## config.mk

```make
export PLATFORM = sky130hd
export DESIGN_NAME = instruction_fetch_unit_flat
export DESIGN_NICKNAME = d
export VERILOG_FILES = /design/src/rtl/mips_pkg.sv /design/src/rtl/instruction_fetch_unit_if.sv /design/src/rtl/instruction_fetch_unit_fetch_queue.sv /design/src/rtl/instruction_fetch_unit.sv /design/src/flat_wrapper.sv
export SDC_FILE = /design/constraint.sdc
export NUM_CORES = 1
export LEC_CHECK = 0
export ABC_AREA = 1
export ABC_CLOCK_PERIOD_IN_PS = 5100
export BUFFER_PORTS_ARGS = -buffer_cell sky130_fd_sc_hd__buf_2
export CORE_MARGIN = 3
export CORE_UTILIZATION = 45
export CTS_CLUSTER_SIZE = 14
export DETAILED_ROUTE_END_ITERATION = 8
export GPL_TIMING_DRIVEN = 0
export PLACE_DENSITY = 0.71
export SETUP_SLACK_MARGIN = 0.3
export SLEW_MARGIN = 20
export SYNTH_ARGS = -nofsm -noshare
export SYNTH_HDL_FRONTEND = slang
export SYNTH_SLANG_ARGS = --single-unit
```

## constraint.sdc

```tcl
create_clock -name clk -period 5.1 [get_ports clk]
set_clock_uncertainty 0.15 [all_clocks]
set_input_delay 0.51 -clock clk [delete_from_list [all_inputs] [get_ports clk]]
set_output_delay 0.51 -clock clk [all_outputs]
set_load 0.02 [all_outputs]
```

## src/rtl/mips_pkg.sv

```systemverilog
// Shared MIPS front-end types and constants for the instruction fetch path.
package mips_pkg;

  localparam int unsigned WORD_W      = 32;
  localparam int unsigned INSTR_BYTES = 4;
  localparam logic [WORD_W-1:0] PC_ALIGN_MASK = 32'hFFFF_FFFC;
  localparam logic [WORD_W-1:0] NOP_INSTR     = 32'h0000_0000;

  // One fetch-queue entry: the word and the PC it was fetched from
  typedef struct packed {
    logic [WORD_W-1:0] pc;
    logic [WORD_W-1:0] instr;
  } fetch_entry_t;

  function automatic logic [WORD_W-1:0] pc_inc(input logic [WORD_W-1:0] pc);
    return pc + WORD_W'(INSTR_BYTES);
  endfunction

endpackage

```

## src/rtl/instruction_fetch_unit_if.sv

```systemverilog
// Fetch unit bus: instruction-memory read port, redirect request and decode handshake.
interface instruction_fetch_unit_if;
  import mips_pkg::*;

  logic [WORD_W-1:0] Address;
  logic [WORD_W-1:0] Instruction;
  logic              RedirectValid;
  logic [WORD_W-1:0] RedirectTarget;
  logic              OutValid;
  logic              OutReady;
  logic [WORD_W-1:0] OutInstruction;
  logic [WORD_W-1:0] OutPC;
  logic [WORD_W-1:0] OutPCPlus4;

  modport master (
    output Address,
    input  Instruction,
    input  RedirectValid,
    input  RedirectTarget,
    output OutValid,
    input  OutReady,
    output OutInstruction,
    output OutPC,
    output OutPCPlus4
  );

  modport slave (
    input  Address,
    output Instruction,
    output RedirectValid,
    output RedirectTarget,
    input  OutValid,
    output OutReady,
    input  OutInstruction,
    input  OutPC,
    input  OutPCPlus4
  );

endinterface

```

## src/rtl/instruction_fetch_unit_fetch_queue.sv

```systemverilog
// Synchronous FIFO of {PC, instruction} entries with a single-cycle flush.
module fetch_queue
  import mips_pkg::*;
#(
  parameter int unsigned DEPTH = 2
) (
  input  logic                     clk,
  input  logic                     reset,
  input  logic                     flush,
  input  logic                     push,
  input  logic                     pop,
  input  fetch_entry_t             din,
  output fetch_entry_t             dout,
  output logic                     full,
  output logic                     empty,
  output logic [$clog2(DEPTH):0]   count
);

  localparam int unsigned PTR_W = $clog2(DEPTH);
  localparam int unsigned CNT_W = PTR_W + 1;

  fetch_entry_t       mem [DEPTH];
  logic [PTR_W-1:0]   wr_ptr;
  logic [PTR_W-1:0]   rd_ptr;

  // Pointers wrap naturally because DEPTH is a power of two
  always_ff @(posedge clk or posedge reset) begin
    if (reset) begin
      wr_ptr <= '0;
      rd_ptr <= '0;
      count  <= '0;
      for (int unsigned i = 0; i < DEPTH; i++) begin
        mem[i] <= '{pc: '0, instr: NOP_INSTR};
      end
    end else if (flush) begin
      wr_ptr <= '0;
      rd_ptr <= '0;
      count  <= '0;
    end else begin
      if (push) begin
        mem[wr_ptr] <= din;
        wr_ptr      <= wr_ptr + PTR_W'(1);
      end
      if (pop) begin
        rd_ptr <= rd_ptr + PTR_W'(1);
      end
      case ({push, pop})
        2'b10:   count <= count + CNT_W'(1);
        2'b01:   count <= count - CNT_W'(1);
        default: count <= count;
      endcase
    end
  end

  assign dout  = mem[rd_ptr];
  assign full  = (count == CNT_W'(DEPTH));
  assign empty = (count == '0);

endmodule

```

## src/rtl/instruction_fetch_unit.sv

```systemverilog
// Instruction fetch: owns the PC, reads the combinational instruction memory and
// queues {PC, word} pairs for decode; redirects flush the queue and reload the PC.
module instruction_fetch_unit
  import mips_pkg::*;
#(
  parameter logic [WORD_W-1:0] RESET_PC    = 32'h0000_0000,
  parameter int unsigned       QUEUE_DEPTH = 2
) (
  input  logic                        clk,
  input  logic                        reset,
  instruction_fetch_unit_if.master    bus
);

  localparam int unsigned CNT_W = $clog2(QUEUE_DEPTH) + 1;

  logic [WORD_W-1:0] pc;
  fetch_entry_t      entry_c;
  fetch_entry_t      head;
  logic              push_c;
  logic              pop_c;
  logic              full;
  logic              empty;
  logic [CNT_W-1:0]  count;

  // Redirect wins: the head in flight is discarded rather than handed to decode
  assign pop_c   = ~empty & bus.OutReady & ~bus.RedirectValid;
  assign push_c  = ~bus.RedirectValid & (~full | pop_c);
  assign entry_c = '{pc: pc, instr: bus.Instruction};

  always_ff @(posedge clk or posedge reset) begin
    if (reset) begin
      pc <= RESET_PC & PC_ALIGN_MASK;
    end else if (bus.RedirectValid) begin
      pc <= bus.RedirectTarget & PC_ALIGN_MASK;
    end else if (push_c) begin
      pc <= pc_inc(pc);
    end
  end

  fetch_queue #(
    .DEPTH (QUEUE_DEPTH)
  ) u_fetch_queue (
    .clk   (clk),
    .reset (reset),
    .flush (bus.RedirectValid),
    .push  (push_c),
    .pop   (pop_c),
    .din   (entry_c),
    .dout  (head),
    .full  (full),
    .empty (empty),
    .count (count)
  );

  assign bus.Address = pc;

  // Head fields are forced to zero while the queue is empty
  assign bus.OutValid       = ~empty;
  assign bus.OutPC          = empty ? '0 : head.pc;
  assign bus.OutInstruction = empty ? '0 : head.instr;
  assign bus.OutPCPlus4     = empty ? '0 : pc_inc(head.pc);

  a_count_bound : assert property (@(posedge clk) disable iff (reset)
    count <= CNT_W'(QUEUE_DEPTH));

endmodule
```

## src/flat_wrapper.sv

```systemverilog
// flat-port wrapper written by rule: the top's interface ports become plain ports
module instruction_fetch_unit_flat import mips_pkg::*;
#(
  parameter logic [WORD_W-1:0] RESET_PC    = 32'h0000_0000,
  parameter int unsigned       QUEUE_DEPTH = 2
)
  (clk, reset, bus_Address, bus_Instruction, bus_RedirectValid, bus_RedirectTarget, bus_OutValid, bus_OutReady, bus_OutInstruction, bus_OutPC, bus_OutPCPlus4);
  instruction_fetch_unit_if bus_i ();
  input  logic clk;
  input  logic reset;
  output wire logic [$bits(bus_i.Address)-1:0] bus_Address;
  input wire logic [$bits(bus_i.Instruction)-1:0] bus_Instruction;
  input wire logic [$bits(bus_i.RedirectValid)-1:0] bus_RedirectValid;
  input wire logic [$bits(bus_i.RedirectTarget)-1:0] bus_RedirectTarget;
  output wire logic [$bits(bus_i.OutValid)-1:0] bus_OutValid;
  input wire logic [$bits(bus_i.OutReady)-1:0] bus_OutReady;
  output wire logic [$bits(bus_i.OutInstruction)-1:0] bus_OutInstruction;
  output wire logic [$bits(bus_i.OutPC)-1:0] bus_OutPC;
  output wire logic [$bits(bus_i.OutPCPlus4)-1:0] bus_OutPCPlus4;
  assign bus_Address = bus_i.Address;
  assign bus_i.Instruction = bus_Instruction;
  assign bus_i.RedirectValid = bus_RedirectValid;
  assign bus_i.RedirectTarget = bus_RedirectTarget;
  assign bus_OutValid = bus_i.OutValid;
  assign bus_i.OutReady = bus_OutReady;
  assign bus_OutInstruction = bus_i.OutInstruction;
  assign bus_OutPC = bus_i.OutPC;
  assign bus_OutPCPlus4 = bus_i.OutPCPlus4;
  instruction_fetch_unit #(.RESET_PC(RESET_PC), .QUEUE_DEPTH(QUEUE_DEPTH)) u_core (.clk(clk), .reset(reset), .bus(bus_i));
endmodule
```

==> results.sh <==
export IMPL_rrSetupSlack_ns=2.94
export IMPL_routed_top_layer="met4"
export IMPL_hold_viol_final=0
export IMPL_met3RoutedLength_mm=1.92
export IMPL_drv_cap=0
export IMPL_grt_pass1_wl_mm=44.8
export IMPL_clock_sinks=158
export IMPL_slew_viol_final=0
export IMPL_synth_top_area_share_pct=43.5
export IMPL_clk_pin_slew_worst_paths_ns=0.07
export IMPL_tightest_slew_ns=0.765
export IMPL_drc=0
export IMPL_drive_gt1_share_pct=20.1
export IMPL_worst_path_most_repeated_cell="clkbuf_1"
export IMPL_hold_path_depth=3
export IMPL_crit_fanout=10
export IMPL_ys_seq_elements=158
export IMPL_ys_top_cells_by_count="nand2_1, dfrtp_1, inv_1, nor2_1, o21ai_0"
export IMPL_die_area_sq_um=21900
export IMPL_drt_vias_per_instance=5.12
export IMPL_fin_ws_ns=1.56
export IMPL_min_path_type="in2reg"
export IMPL_clockPowerShare_pct=30.7
export IMPL_synthFlopType="dfrtp_1"
export IMPL_synth_most_common_cell="nand2_1"
export IMPL_p_int_mw=2.66
export IMPL_layout_nets=1601
export IMPL_synthArstFlopShare_pct=100
export IMPL_relSlewSlack_pct=48.8
export IMPL_yosysSeqAreaShare_pct=43.5
export IMPL_cts_setup_buffers=0
export IMPL_firstDrtPassIters=5
export IMPL_rsz0062_at_grt="no"
export IMPL_synth_cell_types=36
export IMPL_area_growth_pct=22.1
export IMPL_rr_startpoint="u_core.u_fetch_queue.count[0]"
export IMPL_power_density_nw_per_um2=382
export IMPL_setup_viol=0
export IMPL_min_to="u_core.bus.Address[19]"
export IMPL_die_y_um=148
export IMPL_tritoncts="built"
export IMPL_seqPwrFrac_pct=39.4
export IMPL_grt_overflow=0
export IMPL_max_vdd_ir_drop_uv=254
export IMPL_finalCritPeriodShare_pct=69.4
export IMPL_power_frac_comb_pct=30.0
export IMPL_critPathLaunchType="register"
export IMPL_gp_congestion=0.960
export IMPL_required_ns=4.44
export IMPL_timing_rr_end="u_core.u_fetch_queue.rd_ptr"
export IMPL_crit_family="buffers and inverters"
export IMPL_yosysWarnings=0
export IMPL_clockRootBuffer="clkbuf_16"
export IMPL_drt_first_iter_violations=642
export IMPL_final_util_pct=56.4
export IMPL_synthTopCellsByArea="dfrtp_1, nand2_1, o21ai_0, inv_1, nor2_1"
export IMPL_start_util_pct=46.2
export IMPL_grt_max_degree=35
export IMPL_grt_antenna_before_repair=0
export IMPL_syn_cell_area_sq_um=9080
export IMPL_setup_worst_path_class="reg2out"
export IMPL_yosysTopAreaCell="dfrtp_1"
export IMPL_cp_end_kind="primary output"
export IMPL_status="finished, final reports clean"
export IMPL_whs_ns=0.142
export IMPL_wl_per_cell_um=15.5
export IMPL_critPathBufInv=3
export IMPL_met2_length_mm=12.8
export IMPL_syn_avg_cell_area_sq_um=6.92
export IMPL_cp_arrival_ns=2.88
export IMPL_cp_cell_sequence="nor2_1 -> clkbuf_1 -> clkbuf_1 -> a21oi_1 -> buf_2"
export IMPL_via_count=9260
export IMPL_pre_cts_ws_ns=2.02
export IMPL_hpwl_mm=21.6
export IMPL_clk_path_buf_depth=2
export IMPL_io_buffer_count=188
export IMPL_clk_latency_ns=0.43
export IMPL_r2r_cells=4
export IMPL_period_needed_ns=3.54
export IMPL_core_sq_um=19700
export IMPL_routed_wl_mm=28.1
export IMPL_hold_start="bus_RedirectTarget[19]"
export IMPL_n_antenna_cell=0
export IMPL_detail_route_antenna_nets=0
export IMPL_critical_path_startpoint="u_core.u_fetch_queue.count[0]"
export IMPL_pin_count=197
export IMPL_clock_fmax_mhz=283
export IMPL_cts_made_buffers=17
export IMPL_std_cell_rows=51
export IMPL_fin_setup_tns_ns=0
export IMPL_synth_edf_count=0
export IMPL_p_sw_share_pct=37.3
export IMPL_critPathSlowestCell="nor2_1"
export IMPL_htreeDepth=4
export IMPL_slowest_delay_ns=0.61
export IMPL_wirelength_met1_mm=12.6
export IMPL_power_switching_mw=1.58
export IMPL_grt_usage_pct=25.6
export IMPL_leakagePower_nw=5.73
export IMPL_post_cts_resized=0
export IMPL_die_w_um=148
export IMPL_grt_pass1_vias=8795
export IMPL_synthCells=1313
-- cells by family after synthesis --
group,Yosys count,share of synthesized area [%]
other,1,0.0413
AND/OR/NAND/NOR,712,32.3
adder cells (fa/ha/maj),2,0.276
flip-flops,158,43.5
buffers and inverters,207,10.2
XOR/XNOR,7,0.675
AO/OA/AOI/OAI,226,13.0
-- worst max-delay path by stage --
| stage | to | depth (start not counted) |
|---|---|---|
| floorplan | u_core.bus.Address[10] | 1 |
| global placement | u_core.u_fetch_queue.mem[71] | 2 |
| detailed placement | bus_OutInstruction[31] | 5 |
| CTS | bus_OutInstruction[31] | 5 |
| global route | bus_OutPCPlus4[14] | 12 |
| finish | bus_OutInstruction[31] | 5 |
-- metal layers --
layer	vias up	global-route usage [%]
met5	-	0
met4	0	8.87
met3	57	3.56
met2	364	40.4
met1	4301	36.6
li1	4538	-
-- repair_timing --
action / CTS / global route
hold buffers: 1 / 0
hold endpoints to repair: 2 / 0
setup endpoints to repair: 0 / 0
-- power by group through the flow --
stage	logic [mW]	clock network, mW	registers, mW
after global routing	1.41	1.37	1.69
after CTS	1.27	1.32	1.66
after floorplan	0.834	0	1.67
after global placement	1.23	0	1.67
after detailed placement	1.27	0	1.68
final	1.27	1.30	1.67
-- sequential cells by signal, summed over array words and instances (netlist names) --
name / count
u_core.u_fetch_queue.mem: 124
u_core.bus.Address: 30
u_core.u_fetch_queue.count: 2
u_core.u_fetch_queue.rd_ptr: 1
u_core.u_fetch_queue.wr_ptr: 1
-- metrics by stage --
stage	power (mW)	cell area (sq um)	instances
floorplan	2.50	9100	1318
global placement	2.90	10400	1771
detailed placement	2.94	10500	1776
finish	4.23	11100	1809
global route	4.48	11100	1809
CTS	4.25	11100	1809
-- layout make-up --
| class | instances | area, sq um |
|---|---|---|
| Clock buffer | 19 | 453 |
| Fill cell | 2002 | 8560 |
| Tap cell | 265 | 332 |
| Timing Repair Buffer | 194 | 1050 |
| Multi-Input combinational cell | 953 | 4220 |
| Sequential cell | 158 | 3950 |
| Clock inverter | 13 | 153 |
| Inverter | 144 | 552 |
| Buffer | 63 | 379 |
-- cells in the final DEF (no fill, tap or decap), types with 2 or more instances in the layout --
cell / instances
nor3_1: 16
inv_2: 3
o22ai_1: 3
inv_8: 2
clkinvlp_4: 3
bufinv_16: 2
a21oi_1: 49
buf_4: 12
nand2_4: 4
buf_12: 5
o21ai_1: 53
nand3_1: 56
clkbuf_8: 2
o211ai_1: 4
dfrtp_1: 158
buf_6: 10
clkbuf_1: 22
nand2_2: 14
ha_1: 2
a31oi_1: 3
o21ai_0: 107
xor2_1: 7
nor2_4: 6
buf_2: 206
clkinv_4: 3
inv_1: 139
clkbuf_16: 17
nor2_1: 111
inv_6: 4
nand4_1: 5
o21bai_1: 3
conb_1: 6
nand2_1: 481
nor2_2: 15
-- worst register-to-register path, stage by stage (launching register included) --
cell and delay, ns:
dfrtp_1 0.41, nor2_1 0.61, clkbuf_1 0.60, nor3_1 0.09, nor3_1 0.21
No activity file was read; power rests on OpenSTA's default activity.
